[src/rtl/booth_mult_seq.sv]
// Sequential radix-2 Booth multiplier.
// Retires one multiplier bit pair {B[i], B[i-1]} per clock and adds, subtracts
// or skips the sign-extended multiplicand shifted left by i. The full product,
// its low half and an overflow flag are registered on completion.
// Optional build macro: MULT_EARLY_TERM_EN (finish as soon as the remaining
// multiplier bits can no longer cause an add or subtract).
module booth_mult_seq #(
  parameter int WIDTH = 32,
  parameter int CW    = 5
) (
  input  logic                 clock,
  input  logic                 reset_n,
  input  logic [WIDTH-1:0]     data_operandA,
  input  logic [WIDTH-1:0]     data_operandB,
  input  logic                 ctrl_start,
  output logic [WIDTH-1:0]     data_result,
  output logic [2*WIDTH-1:0]   data_product,
  output logic                 data_exception,
  output logic                 data_resultRDY,
  output logic                 busy
);

  typedef enum logic {IDLE, RUN} state_t;

  localparam logic [CW-1:0] LAST_STEP = CW'(WIDTH - 1);

  state_t               state_reg, state_next;
  logic [WIDTH-1:0]     a_reg, a_next;
  // Multiplier with the implicit B[-1]=0 appended at bit 0.
  logic [WIDTH:0]       b_reg, b_next;
  logic [2*WIDTH-1:0]   acc_reg, acc_next;
  logic [CW-1:0]        cnt_reg, cnt_next;
  logic [2*WIDTH-1:0]   prod_reg, prod_next;
  logic                 exc_reg, exc_next;
  logic                 rdy_reg, rdy_next;

  logic [2*WIDTH-1:0]   addend;
  logic [2*WIDTH-1:0]   acc_step;
  logic [1:0]           pair;
  logic [WIDTH:0]       prod_top;
  logic                 last_step;

  // One Booth step: select add/sub/skip of A<<i from the current bit pair.
  always_comb begin
    addend = {{WIDTH{a_reg[WIDTH-1]}}, a_reg} << cnt_reg;
    pair   = b_reg[cnt_reg +: 2];
    case (pair)
      2'b01:   acc_step = acc_reg + addend;
      2'b10:   acc_step = acc_reg - addend;
      default: acc_step = acc_reg;
    endcase
    prod_top = acc_step[2*WIDTH-1:WIDTH-1];
  end

`ifdef MULT_EARLY_TERM_EN
  // pair_eq[gi] is 1 when bit pair gi ({B[gi], B[gi-1]}) would be a skip.
  logic [WIDTH-1:0] pair_eq;
  logic [CW:0]      next_idx;

  generate
    for (genvar gi = 0; gi < WIDTH; gi++) begin : g_pair_eq
      assign pair_eq[gi] = (b_reg[gi+1] == b_reg[gi]);
    end
  endgenerate

  // Done once every pair after the current one is a skip, i.e. the
  // unprocessed multiplier bits are all zeros or all ones.
  always_comb begin
    next_idx  = {1'b0, cnt_reg} + 1'b1;
    last_step = ~|((~pair_eq) >> next_idx);
  end
`else
  // Fixed latency: the final step is always i = WIDTH-1.
  always_comb begin
    last_step = (cnt_reg == LAST_STEP);
  end
`endif

  // Next-state and datapath update; defaults hold every register.
  always_comb begin
    state_next = state_reg;
    a_next     = a_reg;
    b_next     = b_reg;
    acc_next   = acc_reg;
    cnt_next   = cnt_reg;
    prod_next  = prod_reg;
    exc_next   = exc_reg;
    rdy_next   = 1'b0;
    case (state_reg)
      IDLE: begin
        if (ctrl_start) begin
          a_next     = data_operandA;
          b_next     = {data_operandB, 1'b0};
          acc_next   = '0;
          cnt_next   = '0;
          state_next = RUN;
        end
      end
      RUN: begin
        acc_next = acc_step;
        cnt_next = cnt_reg + 1'b1;
        if (last_step) begin
          prod_next  = acc_step;
          exc_next   = ~((&prod_top) | ~(|prod_top));
          rdy_next   = 1'b1;
          state_next = IDLE;
        end
      end
      default: state_next = IDLE;
    endcase
  end

  // State and datapath registers; reset aborts any operation in flight.
  always_ff @(posedge clock or negedge reset_n) begin
    if (!reset_n) begin
      state_reg <= IDLE;
      a_reg     <= '0;
      b_reg     <= '0;
      acc_reg   <= '0;
      cnt_reg   <= '0;
      prod_reg  <= '0;
      exc_reg   <= 1'b0;
      rdy_reg   <= 1'b0;
    end else begin
      state_reg <= state_next;
      a_reg     <= a_next;
      b_reg     <= b_next;
      acc_reg   <= acc_next;
      cnt_reg   <= cnt_next;
      prod_reg  <= prod_next;
      exc_reg   <= exc_next;
      rdy_reg   <= rdy_next;
    end
  end

  assign data_product   = prod_reg;
  assign data_result    = prod_reg[WIDTH-1:0];
  assign data_exception = exc_reg;
  assign data_resultRDY = rdy_reg;
  assign busy           = (state_reg == RUN);

endmodule
[config.mk]
export PLATFORM = sky130hd
export DESIGN_NAME = booth_mult_seq
export DESIGN_NICKNAME = d
export VERILOG_FILES = /design/src/rtl/booth_mult_seq.sv
export SDC_FILE = /design/constraint.sdc
export NUM_CORES = 1
export LEC_CHECK = 0
export BUFFER_PORTS_ARGS = -buffer_cell sky130_fd_sc_hd__buf_4
export CAP_MARGIN = 15
export CORE_ASPECT_RATIO = 1.5
export CORE_MARGIN = 3
export CORE_UTILIZATION = 28
export DETAILED_ROUTE_END_ITERATION = 16
export SLEW_MARGIN = 15
export SYNTH_ARGS = -nofsm -noshare
export SYNTH_HDL_FRONTEND = slang
export SYNTH_SLANG_ARGS = --single-unit
[constraint.sdc]
create_clock -name clock -period 9.2 [get_ports clock]
set_clock_uncertainty 0.2 [all_clocks]
set_input_delay 0.46 -clock clock [delete_from_list [all_inputs] [get_ports clock]]
set_output_delay 0.46 -clock clock [all_outputs]
set_load 0.05 [all_outputs]
==> key figures <==
Run status
  – Status: finished clean

Floorplanning
  – Die footprint: 70090 sq um
  – Initial core utilization: 28.42%
  – Die Y-Extent: 322.7 microns
  – # IOs: 166
  – Core Area: 65900 sq um
  – Die Span X: 217.2 microns
  – # rows: 115

Clock network
  – Clock Sinks: 200
  – CTS tree: built
  – Root buf cell: clkbuf_16
  – Clk buf depth: 2
  – CTS Buf Count: 17
  – Clk pin slew, worst setup/hold paths: 0.09 ns
  – Clk_lat worst skew: 0.47 ns
  – Post-CTS resize count: 0
  – Htree depth: 4

Placement
  – Port Buffers: 165
  – Routability cong.: 0.9781
  – Post-DP HPWL: 51.78 mm
  – Placed insts: 3142

Cells and area
  – Seq. cell area: 5014 sq um
  – Area growth, synth to finish: 14.43%
  – Layout Nets: 2452
  – Fill cells: 7096
  – N_diodes: 0
  – Share of post-route cells with drive strength above 1: 18.41%
  – Area of the multi-input gates: 12690 sq um
  – Final std cells w/o fill: 3207

Synthesis
  – Netlist cell types: 101
  – Post-synthesis sequential area ratio: 26.72%
  – Share of async-settable or async-resettable flops after synthesis: 100.0%
  – Synth Flop Type: dfrtp_1
  – Synth Register Bits: 200
  – Mapped cell area: 18730 sq um
  – Post-synth EDFFs: 0
  – Synth warn: 0
  – Synthesized net count: 2397
  – Avg Inst Size Synth: 8.279 sq um
  – Post-synthesis cell count: 2262

Worst hold path
  – Worst Hold Class: in -> reg
  – Hold-critical path endpoint: b_reg[22]
  – Min-delay src: data_operandB[21]
  – Hold Path Cell Cnt: 2

Job
  – Max-cap viol count: 0

Timing
  – Clock period minus final worst setup slack: 8.477 ns
  – RSZ-0062 raised after global routing: no
  – Fin Setup TNS: 0 ns
  – Least-Margin Pin Slew: 1.065 ns
  – Slew headroom: 27.20%
  – F_max: 0.1180 GHz
  – Period Utilization, post-route: 92.14%
  – Final Hold Fails: 0
  – # setup viols final: 0
  – Slew Limit Fails: 0

Worst setup path
  – WP data arrival: 8.62 ns
  – Slowest stage cell, crit path: a2111oi_0
  – CP max FO: 51
  – FF-to-FF End: data_exception
  – Worst R2R Start: cnt_reg[0]
  – WS Path Type: reg -> reg
  – CP Cell Sequence: mux2i_1 -> mux2i_1 -> a221o_1 -> a211oi_1 -> o2111ai_1 -> nor2b_1 -> nor2b_1 -> nand2_1 -> o41ai_1 -> xor2_1 -> ha_1 -> nand2_1 -> nor2_1 -> nand2_1 -> a2111oi_0 -> nor3_1 -> a211oi_1 -> o2111a_1 -> nand4_1 -> nor4_1 -> nand4_1 -> a2111oi_0 -> a211oi_1
  – CP Data Required Time: 9.34 ns
  – Crit path buf inv count: 0
  – Capturing element type of the critical path: register
  – Worst path max stage delay: 0.94 ns
  – R2R depth: 23
  – CP Launch Type: register
  – Crit path max-delay family: compound AO/OA/AOI/OAI gates
  – R2r setup slk: 0.72 ns

Route
  – Iteration-0 DRC Markers: 1339
  – Final ANT Viol Nets: 0
  – Routed len/inst: 20.61 microns
  – 1st-pass router iterations: 7
  – Vias per cell: 5.501
  – # DRC: 0
  – Detailed-route via count: 17640
  – DRT Wirelength: 66.11 mm

GRT
  – First-pass GRT wire length: 102.9 mm
  – Grt ovf: 0
  – Initial antenna violation count: 0
  – Largest net degree at the start of global routing: 79
  – Vias in the first global route: 17450
  – GRT Util Overall: 18.53%
## cells in the mapped netlist (35+ instances only)
master    count  area, sq um
clkbuf_1    124        465.5
nand2_1     367         1378
o22ai_1      44        275.3
o21ai_0     186        930.9
mux2_2       89         1002
a21oi_1     172        860.8
dfrtp_1     200         5005
mux4_2       61         1374
ha_1         67        838.3
nor2_1      170        638.1
mux2i_1      63        630.6
nand3_1      42        210.2
xor2_1       52        455.4
nand4_1      35        219.0
xnor2_1      47        411.6
## area by class of cell
class,instances,share of cell area (%)
sequential,200,23.39
clock buffer,17,1.985
inverter,32,0.5605
multi-input combinational,1830,59.20
timing repair buffer,236,8.746
tap,877,5.120
clock inverter,15,0.9984
## kinds of logic after synthesis
family	after synthesis	share of synthesized area (%)
AND/OR/NAND/NOR	796	19.65
buffers and inverters	232	5.685
flip-flops	200	26.72
adder cells (fa/ha/maj)	68	4.583
multiplexers	220	16.88
XOR/XNOR	99	4.630
AO/OA/AOI/OAI	647	21.85
## worst register-to-register path, stage by stage (launching register included)
cell       delay (ns)
dfrtp_4          0.91
mux2i_1          0.38
mux2i_1          0.21
a221o_1          0.46
a211oi_1         0.49
o2111ai_1        0.35
nor2b_1          0.27
nor2b_1          0.42
nand2_1          0.10
o41ai_1          0.39
xor2_1           0.19
ha_1             0.47
nand2_1          0.15
nor2_1           0.20
nand2_1          0.13
a2111oi_0        0.94
nor3_1           0.10
a211oi_1         0.60
o2111a_1         0.31
nand4_1          0.17
nor4_1           0.33
nand4_1          0.16
a2111oi_0        0.32
a211oi_1         0.10
## layout by cell type (no fill, tap or decap), drive strengths merged, types with 8 or more instances in the layout
master	Yosys	final
a211o	9	9
a31oi	31	31
mux2i	63	63
a21oi	173	173
o22ai	44	44
o21a	13	13
mux4	66	66
and3	23	23
nand2b	12	12
dfrtp	200	200
and2	17	17
o21ai	187	187
or3	12	12
clkinv	1	9
buf	75	203
nor4	13	13
xor2	52	52
inv	31	38
ha	67	67
o211ai	21	21
nor2b	26	26
a21o	21	21
clkbuf	125	17
nand2	367	367
o2111ai	10	10
xnor2	47	47
o31ai	13	13
dlygate4sd3	0	33
o21bai	11	11
a22oi	8	8
nor3	33	33
nand4	35	35
or2	8	8
nor2	170	170
mux2	91	91
nand3	44	44
a211oi	19	19
## how the worst max path moves through the flow
stage	to	startpoint	depth (start not counted)
2_1_floorplan	data_exception	cnt_reg[0]	28
5_1_grt	data_exception	cnt_reg[0]	23
3_3_place_gp	data_exception	cnt_reg[0]	23
4_1_cts	data_exception	cnt_reg[0]	23
6_report	data_exception	cnt_reg[0]	23
3_5_place_dp	data_exception	cnt_reg[0]	23
## through the flow
stage	util [%]	hold slack, ns	area, sq um	worst slack, ns
global route	32.52	0.01046	21430	0.1832
floorplan	-	-0.03559	18730	1.492
CTS	32.52	0.00008515	21430	0.7694
detailed placement	31.05	0.2713	20460	0.8473
finish	32.52	0.02212	21430	0.7235
global placement	31.05	0.2641	20460	0.8124
## per-layer routing
metal	vias to the layer above	part of all wire, %	GRT usage [%]
met5	-	0	0
met4	0	4.7	9.051
met3	139	4.1	2.026
met2	565	49	32.06
met1	8486	42	22.96
li1	8451	-	-
## repair_timing
action / in CTS / in global routing
hold endpoints to repair: 108 / 0
buffers inserted: 0 / 0
hold buffers: 33 / 0
Power is not shown: default switching activity piles up to over one toggle a cycle in this logic, so the estimate is an artifact.
